==> src/rtl/ama_riscv_fe_ctrl.sv <==
// ama_riscv_fe_ctrl: frontend control, overrides decoder PC requests on boot,
// branch resolution, imem back-pressure and backend stall. Optional perf
// counters are enabled with `define FE_CTRL_PERF_EN.
module ama_riscv_fe_ctrl #(
    parameter int BR_RES_LAT = 1,
    parameter int PERF_CNT_W = 32
) (
    input  logic                  clk,
    input  logic                  rst,
    input  logic                  dec_valid,
    input  logic [1:0]            dec_pc_sel,
    input  logic                  dec_pc_we,
    input  logic                  dec_branch,
    input  logic                  dec_jump,
    input  logic                  ex_br_taken,
    input  logic                  imem_ready,
    input  logic                  be_stall,
`ifdef FE_CTRL_PERF_EN
    output logic [PERF_CNT_W-1:0] perf_br_stall,
    output logic [PERF_CNT_W-1:0] perf_imem_stall,
    output logic [PERF_CNT_W-1:0] perf_redirects,
`endif
    output logic [1:0]            pc_sel,
    output logic                  pc_we,
    output logic                  dec_kill,
    output logic                  busy
);

    localparam logic [1:0] SEL_START = 2'd0;
    localparam logic [1:0] SEL_INC4  = 2'd1;
    localparam logic [1:0] SEL_ALU   = 2'd2;

    localparam logic [2:0] CNT_INIT = 3'(BR_RES_LAT - 1);

    typedef enum logic [1:0] {
        BOOT    = 2'd0,
        RUN     = 2'd1,
        WAIT_BR = 2'd2,
        REDIR   = 2'd3
    } state_t;

    state_t     state;
    state_t     state_n;
    logic [2:0] cnt;
    logic [2:0] cnt_n;
    logic       jmp_q;
    logic       jmp_n;
    logic       tgt_q;
    logic       tgt_n;
    logic       is_cf;
    logic       taken;

    assign is_cf = dec_valid & (dec_branch | dec_jump);
    assign taken = jmp_q | ex_br_taken;

    // State, resolution counter and latched branch outcome
    always_ff @(posedge clk) begin
        if (rst) begin
            state <= BOOT;
            cnt   <= 3'd0;
            jmp_q <= 1'b0;
            tgt_q <= 1'b0;
        end else begin
            state <= state_n;
            cnt   <= cnt_n;
            jmp_q <= jmp_n;
            tgt_q <= tgt_n;
        end
    end

    // Next state and final frontend controls
    always_comb begin
        state_n  = state;
        cnt_n    = cnt;
        jmp_n    = jmp_q;
        tgt_n    = tgt_q;
        pc_sel   = SEL_INC4;
        pc_we    = 1'b0;
        dec_kill = 1'b1;
        unique case (state)
            BOOT: begin
                pc_sel = SEL_START;
                if (imem_ready) begin
                    pc_we   = 1'b1;
                    state_n = RUN;
                end
            end
            RUN: begin
                if (is_cf) begin
                    // jump target comes from the ALU later; hold fetch
                    pc_sel  = SEL_INC4;
                    cnt_n   = CNT_INIT;
                    jmp_n   = dec_jump;
                    state_n = WAIT_BR;
                end else begin
                    pc_sel   = dec_pc_sel;
                    pc_we    = dec_pc_we & imem_ready;
                    dec_kill = !imem_ready;
                end
            end
            WAIT_BR: begin
                if (cnt != 3'd0) begin
                    cnt_n = cnt - 3'd1;
                end else begin
                    tgt_n  = taken;
                    pc_sel = taken ? SEL_ALU : SEL_INC4;
                    if (imem_ready) begin
                        pc_we   = 1'b1;
                        state_n = RUN;
                    end else begin
                        state_n = REDIR;
                    end
                end
            end
            REDIR: begin
                pc_sel = tgt_q ? SEL_ALU : SEL_INC4;
                pc_we  = imem_ready;
                if (imem_ready) begin
                    state_n = RUN;
                end
            end
            default: begin
                state_n = BOOT;
            end
        endcase
        // backend stall freezes everything but keeps the select visible
        if (be_stall) begin
            pc_we    = 1'b0;
            dec_kill = 1'b0;
            state_n  = state;
            cnt_n    = cnt;
            jmp_n    = jmp_q;
            tgt_n    = tgt_q;
        end
        if (rst) begin
            pc_sel   = SEL_START;
            pc_we    = 1'b0;
            dec_kill = 1'b1;
        end
    end

    assign busy = rst | (state != RUN);

`ifdef FE_CTRL_PERF_EN
    logic br_inc;
    logic imem_inc;
    logic redir_inc;

    assign br_inc    = ((state == WAIT_BR) | (state == REDIR)) & !be_stall;
    assign imem_inc  = ((state == RUN) | (state == BOOT)) &
                       !imem_ready & !be_stall;
    assign redir_inc = pc_we & (pc_sel == SEL_ALU);

    // Free-running wrap-around performance counters
    always_ff @(posedge clk) begin
        if (rst) begin
            perf_br_stall   <= '0;
            perf_imem_stall <= '0;
            perf_redirects  <= '0;
        end else begin
            if (br_inc) begin
                perf_br_stall <= perf_br_stall + 1'b1;
            end
            if (imem_inc) begin
                perf_imem_stall <= perf_imem_stall + 1'b1;
            end
            if (redir_inc) begin
                perf_redirects <= perf_redirects + 1'b1;
            end
        end
    end
`endif

endmodule

==> config.mk <==
export PLATFORM = sky130hd
export DESIGN_NAME = ama_riscv_fe_ctrl
export DESIGN_NICKNAME = d
export VERILOG_FILES = /design/src/rtl/ama_riscv_fe_ctrl.sv
export SDC_FILE = /design/constraint.sdc
export NUM_CORES = 1
export LEC_CHECK = 0
export CAP_MARGIN = 20
export CORE_AREA = 2 2 39 41
export CTS_CLUSTER_SIZE = 14
export DETAILED_ROUTE_END_ITERATION = 6
export DIE_AREA = 0 0 41 43
export GPL_TIMING_DRIVEN = 0
export HOLD_SLACK_MARGIN = 0.06
export PLACE_DENSITY = 0.72
export SYNTH_ARGS = -nofsm -noshare
export SYNTH_HDL_FRONTEND = slang
export SYNTH_SLANG_ARGS = --single-unit
==> constraint.sdc <==
create_clock -name clk -period 2 [get_ports clk]
set_clock_uncertainty 0.05 [all_clocks]
set_input_delay 0.4 -clock clk [delete_from_list [all_inputs] [get_ports clk]]
set_output_delay 0.4 -clock clk [all_outputs]
set_load 0.01 [all_outputs]
## After elaboration in Yosys (flattened, before gate mapping)

Index checks and enable logic that the tools add are counted.

| storage, ports and cells | value |
|---|---|
| flip-flop bits (word level) | 7 |
| input port bits | 11 |
| word-level logic and storage cells | 53 |

| cells by class | value |
|---|---|
| add/sub/neg operators | 1 |
| equal/unequal tests | 8 |
| multiplexer cells | 24 |
| bitwise logic cells | 7 |
| reduce and logical (&&, ||, !) cells | 9 |

Operators with widths:

| operator | count |
|---|---|
| 2-bit two-way mux | 9 |
| 1-bit two-way mux | 9 |
| 2-bit one-hot mux with 4 select lines | 1 |
| 4-bit AND reduction | 2 |
| 3-bit two-way mux | 2 |
| 2-bit != test, second input constant | 3 |
| 2-bit one-hot mux with 3 select lines | 1 |
| 3-bit one-hot mux with 2 select lines | 1 |
| 3-bit AND reduction | 2 |
| 2-bit == test, second input constant | 2 |
| 2-bit by 1-bit != test with 1-bit output, second input constant | 2 |
| 1-bit one-hot mux with 4 select lines | 1 |
| 1-bit bitwise OR | 3 |
| 3-bit nonzero test | 1 |
| 3-bit by 1-bit subtractor with 3-bit output, second input constant | 1 |
| 1-bit AND | 2 |
| 2-bit by 1-bit == test with 1-bit output, second input constant | 1 |
| 2-bit logical NOT | 1 |
| 1-bit NOT | 2 |
| 2-bit nonzero test | 1 |
| 2-bit OR reduction | 1 |
| 1-bit logical NOT | 1 |

## Depth between registers and ports, before layout

Gate-level depths: netlist of run 1.

| depth | value |
|---|---|
| depth after elaboration | 6 |
| depth in mapped cells | 7 |

## Worst setup path after synthesis of run 1

Ideal clock, no wire load.

| path | value |
|---|---|
| path type | register to output |
| start | reg state[0] |
| end | out pc_we |
| arrival | 1373 ps |
| required time | 1550 ps |
| setup slack | 177 ps |
| cell stages (with the launch flop) | 7 |
| buffers on the path | 0 |
| path through | dfxtp_1 inv_1 ha_1 nand3b_1 nand2_1 a21oi_1 nor4b_1 |

| between the ends | value |
|---|---|
| longest elaborated chain between the ends | 4 |
| elaborated cells on any way between the ends | 7 |
| those cells by class | 3 x eq/ne; 3 x mux; 1 x reduce/logical |

Ends and longest elaborated chain:

| element | line | source |
|---|---|---|
| start: declaration | 42 | `state_t state;` |
| start signal: assignment | 64 | `state <= state_n;` |
| 2-bit == test (tied with other cells) | 80 | `unique case (state)` |
| 1-bit one-hot mux with 4 select lines (*) | 80 |  |
| 1-bit two-way mux (*) | 127 | `if (be_stall) begin` |
| 1-bit two-way mux (*) | 135 | `if (rst) begin` |
| end: declaration | 24 | `output logic pc_we,` |

Every way passes the cells marked *; elsewhere a longest branch is shown, timed or not.

## Worst setup path in the final report of run 1

Same ends and word-level chain as after synthesis.

==> results of run 1 <==
## layout make-up
type	instances	share of cell area [%]
Clock buffer	4	2.80
Inverter	7	3.33
Multi-Input combinational cell	54	48.7
Sequential cell	7	16.0
Tap cell	16	2.13
Timing Repair Buffer	31	27.0
## worst max-delay path, delay by kind of cell (launching register included)
family / cells / cell delay [ps]
AOI/OAI and AO/OA: 1 / 40
adders and majority gates: 1 / 130
buffers and inverters: 3 / 370
DFF: 1 / 350
and+or+nand+nor: 3 / 370
## report_power, final
part | internal (mW) | leakage [nW] | total, mW | switching [mW]
registers | 0.148 | 0.0592 | 0.159 | 0.0109
clock network | 0.0767 | 0.0150 | 0.138 | 0.0610
logic | 0.110 | 0.305 | 0.221 | 0.111
total | 0.335 | 0.379 | 0.518 | 0.183
## per-layer routing
metal	global-route usage, %	vias to the layer above
li1	-	328
met1	26.2	307
met2	35.0	16
met3	9.42	5
met4	10.0	0
met5	0	-
## cells in the mapped netlist
cell type  count
a21oi_2        1
nand4b_1       2
nor3_1         2
nand2b_1       3
and3_1         1
and3_2         1
and2_4         1
o211ai_1       1
nor2_1         4
buf_6          1
clkbuf_1       1
inv_1          7
nor4_1         1
nand2_1        5
a32o_1         1
a221oi_1       1
or3_1          1
a31o_2         1
o21ai_0        5
nor4b_1        1
a21oi_1        8
ha_1           7
a311oi_2       1
dfxtp_1        7
o21ai_2        1
a311oi_1       3
nand3b_1       1
o31a_1         1
## state kept, by name, indices dropped and copies added, names as in the netlist
name,cells
tgt_q,1
state,2
jmp_q,1
cnt,3
## repair_timing
item / 4_1_cts / 5_1_grt
cloned: 0 / 0
pin swaps: 4 / 7
gates resized for setup: 40 / 11
endpoints found under the setup margin: 5 / 4
setup buffers: 14 / 2
## metrics by stage
stage / setup slack (ps) / utilization (%) / TNS, ps / cell area, um^2
after global routing: -64.9 / 67.9 / -127 / 940
after global placement: -595 / 53.3 / -2560 / 738
final: 15.7 / 67.9 / 0 / 940
after detailed placement: -591 / 53.3 / -2630 / 738
after CTS: -28.3 / 65.6 / -28.3 / 908
after floorplan: 177 / - / 0 / 568
## how the worst min path moves through the flow
stage,slack (ps),to,cells past startpoint,startpoint
2_1_floorplan,380,jmp_q,2,jmp_q
3_3_place_gp,410,cnt[0],1,cnt[0]
3_5_place_dp,410,cnt[0],1,cnt[0]
4_1_cts,430,jmp_q,2,jmp_q
5_1_grt,460,cnt[1],1,cnt[1]
6_report,420,jmp_q,2,jmp_q
## layout by cell type (no fill, tap or decap), drive strengths merged, types with 2 or more instances in the layout
cell           synthesis  layout
o21ai                  6       6
ha                     7       7
nand2b                 3       3
a311oi                 4       4
clkdlybuf4s50          0       6
nor2                   4       4
and3                   2       2
nand2                  5       5
nor3                   2       2
buf                    1      19
dlygate4sd2            0       3
a21oi                  9       9
inv                    7       7
nand4b                 2       2
clkbuf                 1       5
dfxtp                  7       7
## kinds of logic after synthesis
family,count (synthesis)
AOI/OAI and AO/OA,24
and+or+nand+nor,23
buffers and inverters,9
adders and majority gates,7
DFF,7
==> impl_metrics.csv, run 1 <==
group,metric,value,unit
status,status,"finished clean",
routing,drcViolationCount,0,
setup_path,reg2reg_from,"state[0]",
layout,nFillCells,106,
clocking,cts.htree.levels,1,
place,port_buffers,15,
logic_synthesis,synthTopCellsByArea,"dfxtp_1, ha_1, a21oi_1, inv_1, a311oi_1",
logic_synthesis,synth_seq_cells,7,
floorplanning,die_h,43,um
routing,drtIter0Drc,16,
floorplanning,floorplan.die_area,0.00176,mm^2
grt,antenna_found_initial,0,
power,p_per_area,551,mW/mm^2
timing,final.period_utilization,99.2,%
clocking,cts_max_path_buffers,2,
grt,grt_overflow,0,
setup_path,crit_fanout,3,
setup_path,reg2reg_slack,250,ps
place,post-dp-hpwl,1.00,mm
clocking,cts_tree,"yes",
run,drv_cap,0,
timing,holdWs,424,ps
place,gp_congestion,0.847,
logic_synthesis,synth.avg_cell_area,8.11,um^2
setup_path,start_kind,"flip-flop",
power,power,518,uW
routing,vias,656,
logic_synthesis,netlist_instances,70,
worst_hold_path,hp-class,"reg -> reg",
setup_path,crit_required,1550,ps
timing,layout_min_cycle_time,1980,ps
clocking,cts_hold_buf,0,
floorplanning,die_w,41,um
clocking,cts_buffers,3,
floorplanning,num_rows,14,
floorplanning,initial_utilization,41.0,%
routing,wl_met2,868,um
setup_path,cp-end-kind,"output pin",
logic_synthesis,synth_seq_area_share,24.7,%
setup_path,cp_slowest_cell,"dfxtp_4",
setup_path,rr_worst_depth,7,
grt,track_usage,22.7,%
grt,grt_pass1_vias,601,
setup_path,arrival,1530,ps
routing,via_per_inst,5.51,
routing,wl_per_cell,14.7,um
setup_path,cp-startpoint,"state[0]",
setup_path,crit_chain,"inv_4, ha_4, nand3b_1, buf_6, nand2_4, a21oi_2, nor4b_2, buf_2",
layout,seqCellArea,150,um^2
timing,hold_viol,0,
logic_synthesis,synth_compound_area_share,29.5,%
logic_synthesis,synthMuxAreaShare,0,%
logic_synthesis,synth_top_family_by_area,"compound AO/OA/AOI/OAI gates",
routing,drt_wl_total,1.75,mm
place,dp.cells,101,
floorplanning,io_pins,16,
grt,grt_start_max_net_pins,12,
floorplanning,core_area,0.00138,mm^2
logic_synthesis,synth_nets,88,
logic_synthesis,synthXorXnorAreaFrac,0,%
power,ir_drop,0.305,mV
layout,area_growth,65.4,%
logic_synthesis,yosys.area_share.simple,23.1,%
setup_path,setup.worst_path.end,"pc_we",
layout,drive_gt1_share,45.6,%
clocking,path_clk_slew,50,ps
timing,worst_pin_slew,342,ps
timing,setup_violations,0,
clocking,clock_latency,260,ps
routing,met1_length,748,um
timing,slew_headroom,77.2,%
routing,met3_length,99,um
layout,fin_nets,122,
layout,fin_cells,119,
clocking,cts.sinks,7,
timing,fmax,504,MHz
routing,ant_nets,0,
logic_synthesis,synth.distinct_cells,28,
logic_synthesis,synth_top_area_share,24.7,%
layout,multi_input_area,458,um^2
logic_synthesis,synth_top_area_cell,"dfxtp_1",
setup_path,timing_worst_setup_path_type,"reg -> out",
clocking,clockRootBuffer,"clkbuf_4",
routing,drt_pass1_iterations,4,
timing,rsz0062_at_grt,"yes",
layout,diodes,0,
setup_path,slowest_delay,350,ps
logic_synthesis,synth_fa_ha_area_share,15.4,%
logic_synthesis,ys_warn_count,0,
routing,top_layer_used,"met4",
logic_synthesis,syn_area,568,um^2
grt,grt_pass1_wl,2.58,mm
power,leakage,0.379,nW
setup_path,reg2reg_to,"cnt[2]",
timing,slew_violations,0,
No activity file was read; power rests on OpenSTA's default activity.
==> run 2: changes to the inputs <==
- CTS_CLUSTER_DIAMETER: unset -> 200
==> results of run 2 <==
No change in the layout: final DEF, timing and power equal those of run 1.
==> run 3: changes to the inputs <==
- SETUP_SLACK_MARGIN: unset -> 0.2
==> impl_metrics.csv, run 3 (synthesis results as in run 1) <==
group,metric,value,unit
timing,worst_pin_slew,353,ps
layout,largest_register,"cnt",
setup_path,start_kind,"flip-flop",
timing,slew_headroom,76.4,%
grt,grt_pass1_wl,2.71,mm
floorplanning,io_pins,16,
clocking,clockRootBuffer,"clkbuf_4",
setup_path,reg2reg_slack,140,ps
timing,layout_min_cycle_time,2010,ps
status,violations,"negative setup slack",
place,port_buffers,15,
routing,drtIter0Drc,34,
setup_path,cp-end-kind,"output pin",
clocking,cts_buffers,3,
status,status,"finished with violations",
layout,diodes,0,
routing,drcViolationCount,0,
grt,grt_overflow,0,
floorplanning,floorplan.die_area,0.00176,mm^2
clocking,cts.htree.levels,1,
clocking,path_clk_slew,70,ps
floorplanning,num_rows,14,
routing,via_per_inst,5.83,
timing,setup_violations,1,
setup_path,arrival,1560,ps
timing,fmax,499,MHz
timing,hold_viol,0,
power,p_per_area,577,mW/mm^2
floorplanning,die_h,43,um
power,leakage,0.357,nW
layout,mostFrequentLayoutCell,"buf_4",
place,post-dp-hpwl,1.08,mm
routing,wl_per_cell,15.3,um
grt,antenna_found_initial,0,
setup_path,crit_required,1550,ps
clocking,cts_max_path_buffers,2,
power,ir_drop,0.343,mV
floorplanning,core_area,0.00138,mm^2
timing,final.period_utilization,100,%
power,power,511,uW
run,drv_cap,0,
floorplanning,initial_utilization,41.0,%
clocking,clock_latency,280,ps
clocking,cts_tree,"yes",
worst_hold_path,worstHoldEndpoint,"cnt[0]",
layout,drive_gt1_share,42.0,%
floorplanning,die_w,41,um
grt,track_usage,23.6,%
timing,fin_tns_setup,-5.83,ps
layout,fin_nets,119,
place,gp_congestion,0.766,
worst_hold_path,hp-class,"reg -> reg",
routing,drt_pass1_iterations,4,
worst_hold_path,min_delay_path_depth,1,
layout,layout_common_cells,"buf_4, a21oi_1, clkdlybuf4s50_1, o21ai_0, buf_2",
timing,fin_ws,-5.83,ps
grt,grt_pass1_vias,602,
worst_hold_path,hp-start,"cnt[0]",
layout,area_growth,55.7,%
timing,slew_violations,0,
setup_path,reg2reg_to,"cnt[2]",
grt,grt_start_max_net_pins,10,
clocking,cts.sinks,7,
layout,largest_register_ffs,3,
timing,rsz0062_at_grt,"yes",
routing,ant_nets,0,
routing,drt_wl_total,1.77,mm
layout,fin_cells,116,
setup_path,reg2reg_from,"state[1]",
timing,holdWs,404,ps
setup_path,rr_worst_depth,8,
layout,nFillCells,112,
setup_path,timing_worst_setup_path_type,"reg -> out",
place,dp.cells,101,
setup_path,crit_fanout,3,
routing,vias,676,
layout,reg_top3,"cnt (3), state (2)",
layout,post-route-util,63.9,%
==> run 3: changes by cell type in the layout (fill, tap and decap cells not counted), sizes merged <==
cell           previous run  this run
dlymetal6s2s              1         0
clkdlybuf4s15             1         0
buf                      19        17
dlygate4sd2               3         4
==> run 3: worst max-delay path, cell delays in order (launching register included) <==
cell and delay (ps):
dfxtp_4 350, buf_6 110, ha_4 130, nand3b_1 80
buf_4 150, nand2_2 50, a21oi_1 40, nor4b_2 190
buf_2 160
==> run 3: through the flow <==
stage	setup slack, ps	cell area [um^2]
floorplan	302	574
global placement	-574	744
detailed placement	-583	744
CTS	14.6	882
global route	-86.1	885
finish	-5.83	885
==> run 3: where the power goes <==
part	internal (mW)	total, mW	switching [mW]
combinational	0.101	0.202	0.101
clock	0.0775	0.153	0.0757
sequential	0.148	0.156	0.00790
==> run 3: how the worst max path moves through the flow <==
| stage | from | end | slack (ps) | cells past startpoint |
|---|---|---|---|---|
| after detailed placement | rst | dec_kill | -580 | 5 |
| after global placement | rst | dec_kill | -570 | 5 |
| after floorplan | state[0] | pc_we | 300 | 6 |
| after CTS | state[1] | pc_we | 10 | 8 |
| final | state[1] | pc_we | -6 | 8 |
| after global routing | state[1] | pc_we | -90 | 7 |
==> run 3: timing repair <==
action	in CTS	in global routing
resized for setup	43	2
setup buffers	11	0
endpoints found under the setup margin	5	6
hold buffers	0	0
pin swaps	3	1
==> run 3: final cells by class <==
| type | instances | area [um^2] | area share, % |
|---|---|---|---|
| buffer | 2 | 25.0 | 2.83 |
| clock buffer | 4 | 26.3 | 2.97 |
| inverter | 7 | 26.3 | 2.97 |
| multi-input combinational | 54 | 434 | 49.1 |
| sequential | 7 | 146 | 16.5 |
| tap | 16 | 20.0 | 2.26 |
| timing repair buffer | 26 | 206 | 23.3 |
==> run 3: layer usage <==
metal	vias up	global-route usage, %	routed length (um)
met5	-	0	0
met2	33	36.9	880
met1	316	28.0	720
met4	0	16.0	52
li1	322	-	-
met3	5	3.14	120
